`src/rtl/if_fetch_ctrl.sv`:
```
// -----------------------------------------------------------------------------
// if_fetch_ctrl
// Instruction-fetch sequencer. It issues one single-beat AXI read per PC, aligns
// the returned word, and holds it in the IF/ID register until decode consumes it.
// Only one transaction is ever outstanding. A flush or exception flush kills an
// in-flight fetch, and the killed response is drained and dropped.
//
// Optional feature: define FETCH_ERR_EN to add the fetch_err output. A non-OKAY
// r_resp then zeroes the captured instruction and flags fetch_err.
//
// Ports
//   cpu_clk_50M, cpu_rst      clock; synchronous active-high reset
//   fetch_en, pc_in           fetch permission and the PC to fetch
//   id_stall, data_read_stall stall sources (ORed)
//   flush, excep_flush        kill sources (ORed)
//   ar_*                      AXI read-address channel (single beat, 4 bytes)
//   r_*                       AXI read-data channel
//   if_pc, if_inst            held PC and instruction for decode
//   handshake_done            if_pc/if_inst valid this cycle
//   pc_advance                one-cycle pulse when the held instruction is consumed
//   fetch_busy                a request is outstanding (AR, R or DISCARD)
//   fetch_err                 (FETCH_ERR_EN only) held instruction came back with an error
// -----------------------------------------------------------------------------
module if_fetch_ctrl #(
    parameter int unsigned ADDR_W = 64,
    parameter int unsigned DATA_W = 64,   // 64 or 32 only
    parameter int unsigned AXI_ID = 0
) (
    input  logic              cpu_clk_50M,
    input  logic              cpu_rst,
    input  logic              fetch_en,
    input  logic [ADDR_W-1:0] pc_in,
    input  logic              id_stall,
    input  logic              data_read_stall,
    input  logic              flush,
    input  logic              excep_flush,
    output logic              ar_valid,
    input  logic              ar_ready,
    output logic [ADDR_W-1:0] ar_addr,
    output logic [3:0]        ar_id,
    output logic [7:0]        ar_len,
    output logic [2:0]        ar_size,
    input  logic              r_valid,
    output logic              r_ready,
    input  logic [DATA_W-1:0] r_data,
    input  logic [1:0]        r_resp,
    input  logic              r_last,
    output logic [ADDR_W-1:0] if_pc,
    output logic [31:0]       if_inst,
    output logic              handshake_done,
    output logic              pc_advance,
    output logic              fetch_busy
`ifdef FETCH_ERR_EN
    ,
    output logic              fetch_err
`endif
);

    localparam int unsigned HI_W = ADDR_W - 2;

    typedef enum logic [2:0] {
        S_IDLE    = 3'd0,
        S_AR      = 3'd1,
        S_R       = 3'd2,
        S_HOLD    = 3'd3,
        S_DISCARD = 3'd4
    } state_t;

    state_t            r_state;
    state_t            w_next_state;
    logic              r_kill_pend;
    logic              w_kill_pend_nxt;
    logic [HI_W-1:0]   r_ar_addr_hi;
    logic [ADDR_W-1:0] r_if_pc;
    logic [31:0]       r_if_inst;
    logic              r_handshake;
    logic              w_handshake_nxt;
    logic              w_issue;
    logic              w_capture;
    logic              w_pc_advance;
    logic              w_kill;
    logic              w_stall;
    logic [31:0]       w_inst_sel;
    logic              w_resp_err;
    logic              w_unused;

    assign w_kill  = flush | excep_flush;
    assign w_stall = id_stall | data_read_stall;

    // Pick the 32-bit instruction out of the returned beat.
    generate
        if (DATA_W == 64) begin : g_sel64
            assign w_inst_sel = r_ar_addr_hi[0] ? r_data[63:32] : r_data[31:0];
        end else begin : g_sel32
            assign w_inst_sel = r_data[31:0];
        end
    endgenerate

`ifdef FETCH_ERR_EN
    assign w_resp_err = (r_resp != 2'b00);
    assign w_unused   = ^{r_last, pc_in[1:0]};
`else
    assign w_resp_err = 1'b0;
    assign w_unused   = ^{r_last, r_resp, pc_in[1:0]};
`endif

    // State register.
    always_ff @(posedge cpu_clk_50M) begin
        if (cpu_rst) begin
            r_state <= S_IDLE;
        end else begin
            r_state <= w_next_state;
        end
    end

    // Next-state and control decode.
    always_comb begin
        w_next_state    = r_state;
        w_kill_pend_nxt = r_kill_pend;
        w_handshake_nxt = r_handshake;
        w_issue         = 1'b0;
        w_capture       = 1'b0;
        w_pc_advance    = 1'b0;
        case (r_state)
            S_IDLE: begin
                w_kill_pend_nxt = 1'b0;
                if (fetch_en && !w_kill) begin
                    w_issue      = 1'b1;
                    w_next_state = S_AR;
                end
            end
            S_AR: begin
                // A kill anywhere in the address phase (including the accept
                // cycle) dooms the response that follows.
                if (w_kill) begin
                    w_kill_pend_nxt = 1'b1;
                end
                if (ar_ready) begin
                    w_kill_pend_nxt = 1'b0;
                    w_next_state    = (w_kill || r_kill_pend) ? S_DISCARD : S_R;
                end
            end
            S_R: begin
                if (r_valid) begin
                    if (w_kill) begin
                        w_next_state = S_IDLE;
                    end else begin
                        w_capture       = 1'b1;
                        w_handshake_nxt = 1'b1;
                        w_next_state    = S_HOLD;
                    end
                end else if (w_kill) begin
                    w_next_state = S_DISCARD;
                end
            end
            S_DISCARD: begin
                if (r_valid) begin
                    w_next_state = S_IDLE;
                end
            end
            S_HOLD: begin
                if (w_kill) begin
                    w_handshake_nxt = 1'b0;
                    w_next_state    = S_IDLE;
                end else if (!w_stall) begin
                    w_pc_advance    = 1'b1;
                    w_handshake_nxt = 1'b0;
                    w_next_state    = S_IDLE;
                end
            end
            default: begin
                w_handshake_nxt = 1'b0;
                w_next_state    = S_IDLE;
            end
        endcase
    end

    // Address latch, IF/ID capture and handshake flag.
    always_ff @(posedge cpu_clk_50M) begin
        if (cpu_rst) begin
            r_kill_pend  <= 1'b0;
            r_ar_addr_hi <= '0;
            r_if_pc      <= '0;
            r_if_inst    <= '0;
            r_handshake  <= 1'b0;
        end else begin
            r_kill_pend <= w_kill_pend_nxt;
            r_handshake <= w_handshake_nxt;
            if (w_issue) begin
                r_ar_addr_hi <= pc_in[ADDR_W-1:2];
            end
            if (w_capture) begin
                r_if_pc   <= {r_ar_addr_hi, 2'b00};
                r_if_inst <= w_resp_err ? 32'h0 : w_inst_sel;
            end
        end
    end

`ifdef FETCH_ERR_EN
    logic r_fetch_err;

    // Error flag lives exactly as long as the handshake it qualifies.
    always_ff @(posedge cpu_clk_50M) begin
        if (cpu_rst) begin
            r_fetch_err <= 1'b0;
        end else if (w_capture) begin
            r_fetch_err <= w_resp_err;
        end else if (!w_handshake_nxt) begin
            r_fetch_err <= 1'b0;
        end
    end

    assign fetch_err = r_fetch_err;
`endif

    assign ar_valid       = (r_state == S_AR);
    assign r_ready        = (r_state == S_R) || (r_state == S_DISCARD);
    assign fetch_busy     = (r_state == S_AR) || (r_state == S_R) || (r_state == S_DISCARD);
    assign ar_addr        = {r_ar_addr_hi, 2'b00};
    assign ar_id          = 4'(AXI_ID);
    assign ar_len         = 8'd0;
    assign ar_size        = 3'b010;
    assign if_pc          = r_if_pc;
    assign if_inst        = r_if_inst;
    assign handshake_done = r_handshake;
    assign pc_advance     = w_pc_advance;

endmodule

```
`config.mk`:
```
export PLATFORM = sky130hd
export DESIGN_NAME = if_fetch_ctrl
export DESIGN_NICKNAME = d
export VERILOG_FILES = /design/src/rtl/if_fetch_ctrl.sv
export SDC_FILE = /design/constraint.sdc
export NUM_CORES = 1
export LEC_CHECK = 0
export ABC_AREA = 1
export CORE_ASPECT_RATIO = 1.75
export CORE_MARGIN = 1
export CORE_UTILIZATION = 40
export CTS_CLUSTER_DIAMETER = 50
export DETAILED_ROUTE_END_ITERATION = 12
export GPL_ROUTABILITY_DRIVEN = 0
export PLACE_DENSITY = 0.81
export SLEW_MARGIN = 25
export SYNTH_ARGS = -nofsm -noshare
export SYNTH_HDL_FRONTEND = slang
export SYNTH_SLANG_ARGS = --single-unit
```
`constraint.sdc`:
```
create_clock -name cpu_clk_50M -period 1.5 [get_ports cpu_clk_50M]
set_input_delay 0.3 -clock cpu_clk_50M [delete_from_list [all_inputs] [get_ports cpu_clk_50M]]
set_output_delay 0.3 -clock cpu_clk_50M [all_outputs]
set_load 0.005 [all_outputs]
```
==> flow_summary.toml <==
[synth]
synth-seq-cells = 161
synth-seq-area-share = 0.521
synthArstFlopShare = 0
synth-edff-count = 0
syn_inst = 767
synth.top_cell.area_share = 0.521
synth.area.top_cells = "dfxtp_1, nor2_1, o21ai_0"
synth_area_leader_cell = "dfxtp_1"
ys.flop_type = "dfxtp_1"
synth.avg_cell_area_um2 = 8.06
mappedNetlistArea_um2 = 6180
ys_warn_count = 0
synth_cell_types = 27

[grt]
antenna_found_initial = 0
grt_overflow_total = 0
grt_pass1_wl_mm = 30.4
grt_max_degree = 81
grt_pass1_vias = 5822
track_usage = 0.251

[worst_setup_path]
reg2regPathDepth = 8
worstPathArrival_ns = 1.25
cp_max_fo = 5
cp_slowest_cell = "dfxtp_4"
path_class = "register to primary output"
critical_path.cell_chain = "nand2_4 > nor2_4 > and3_1 > buf_2"
reg2reg_from = "r_state[1]"
crit_required_ns = 1.20
startpoint_type = "register"
r2r_end = "r_ar_addr_hi[26]"
setup.worst_path.end_class = "primary output"
slowest_delay_ns = 0.43
rrSetupSlack_ns = 0.01

[timing]
max_freq_mhz = 647
period_needed_ns = 1.55
setup-violations-final = 2
finalHoldViolCount = 0
finalCritPeriodShare = 1.03
worst_slack_ns = -0.0459
fin_skew_ns = 0.0106
rsz0062_at_grt = "true"
slew_viol_final = 0

[floorplanning]
fp.dieW_um = 96.0
core-area_um2 = 15000
io_pins = 320
initial_core_util = 0.412
core.rowCount = 59
die_h_um = 166
die-area_um2 = 16000

[clocking]
path_clk_slew_ns = 0.07
numClockSinks = 161
clock_path_buffers = 2
clock_latency_ns = 0.41
cts_tree = "yes"
cts-buffers-inserted = 17
root_buffer = "clkbuf_16"
cts.htree.levels = 4

[hold_path]
hold_end = "r_state[1]"
whs_path_depth = 6
hp-start = "excep_flush"
hold_path_class = "input pin to register"

[finish]
n_fill_cell = 1240
syn_to_final_growth_pct = 64.4
antenna_cells = 0
drive_gt1_frac = 0.137
seq_area_um2 = 3280
fin_util = 0.678
stdcell_area_um2 = 10200
final_cell_mix = "nor2_1, dlygate4sd2_1, o21ai_0, clkdlybuf4s50_1, dfxtp_1"
layout.nets = 1207
layout.cells.most_common = "nor2_1"
multi_input_area_um2 = 2600

[place]
portBuffers = 295
hpwlAfterDp_mm = 13.6
place_area_um2 = 9300

[job]
max_cap_violations = 0

[routing]
wire_per_inst_um = 16.9
wirelength_mm = 21.4
viasPerCell = 4.99
drcViolationCount = 0
initialDrtViolationCount = 315
first_pass_iters = 4
num_vias = 6299
antenna_left = 0

[power]
power_density_nw_per_um2 = 1190
leakagePower_nw = 5.11
ir_worst_vdd_mv = 1.14

[outcome]
status = "finished, violations left"
violations = "setup timing"
-- cell families (layout without fill, tap and decap cells) --
group	after synthesis	in the layout	share of synthesized area
compound gates	195	195	0.159
other cells	2	19	0.00122
buf+inv	87	383	0.0816
flops	161	161	0.521
simple gates	290	290	0.185
mux	32	32	0.0518
-- state kept, by name, summed over array words and instances, names as in the netlist --
name            cells
r_state             3
r_kill_pend         1
if_inst            32
handshake_done      1
r_ar_addr_hi       62
if_pc              62
-- how the worst max path moves through the flow --
| stage | cells past startpoint | startpoint | endpoint |
|---|---|---|---|
| global placement | 8 | excep_flush | r_ar_addr_hi[8] |
| detailed placement | 9 | flush | if_inst[15] |
| CTS | 4 | r_state[1] | r_ready |
| global route | 4 | r_state[1] | pc_advance |
| finish | 4 | r_state[1] | pc_advance |
| floorplan | 7 | r_state[0] | r_ar_addr_hi[7] |
-- synthesized netlist by cell type (2+ instances only) --
master    count
conb_1        2
inv_1        10
nor2_1      265
clkbuf_2      3
buf_6         7
inv_2         4
buf_4        23
buf_2        20
a21oi_1      35
mux2i_1      32
clkbuf_1     19
o21ai_1      10
nand3_1       4
o21ai_0     147
nand2_1      14
dfxtp_1     161
-- area by class of cell --
| cell class | count | area share |
|---|---|---|
| inverters | 14 | 0.00579 |
| well taps | 183 | 0.0225 |
| flip-flops and latches | 161 | 0.323 |
| clock inverters | 13 | 0.0147 |
| multi-input cells | 536 | 0.256 |
| repair buffers | 337 | 0.334 |
| clock buffers | 19 | 0.0446 |
-- layer usage --
metal	GRT usage	part of all wire	up-vias
met5	0	0	-
met2	0.458	0.53	271
met4	0.115	0.038	0
met1	0.264	0.37	2913
li1	-	-	3069
met3	0.0553	0.065	46
-- worst max-delay path, delay by kind of cell, from the launching register on --
family	cells	cell delay, ns
AND/OR/NAND/NOR	3	0.30
flip-flops	1	0.43
buffers and inverters	1	0.11
-- through the flow --
step / setup TNS, ns / worst slack, ns / power (mW) / hold WS [ns] / cells
2_1_floorplan: 0 / 0.190 / 6.11 / 0.378 / 784
3_3_place_gp: -53.51 / -0.383 / 7.63 / 0.485 / 1214
3_5_place_dp: -53.70 / -0.431 / 7.66 / 0.493 / 1214
4_1_cts: -0.155 / -0.0762 / 11.9 / 0.442 / 1249
5_1_grt: -0.920 / -0.0979 / 12.7 / 0.443 / 1263
6_report: -0.0517 / -0.0459 / 12.1 / 0.421 / 1263
-- repair_timing --
| action | 4_1_cts | 5_1_grt |
|---|---|---|
| hold endpoints to repair | 0 | 0 |
| setup buffers | 2 | 7 |
| gates cloned | 1 | 7 |
| gates resized for setup | 220 | 37 |
| endpoints found under the setup margin | 162 | 80 |
| pin swaps | 3 | 8 |
| hold buffers | 0 | 0 |
-- power by group --
group	internal (mW)	leakage [nW]	switching, mW
logic	1.39	3.50	1.27
registers	4.70	1.32	0.333
clock network	2.58	0.293	1.84
total	8.67	5.11	3.44
No activity file was read; power rests on OpenSTA's default activity.
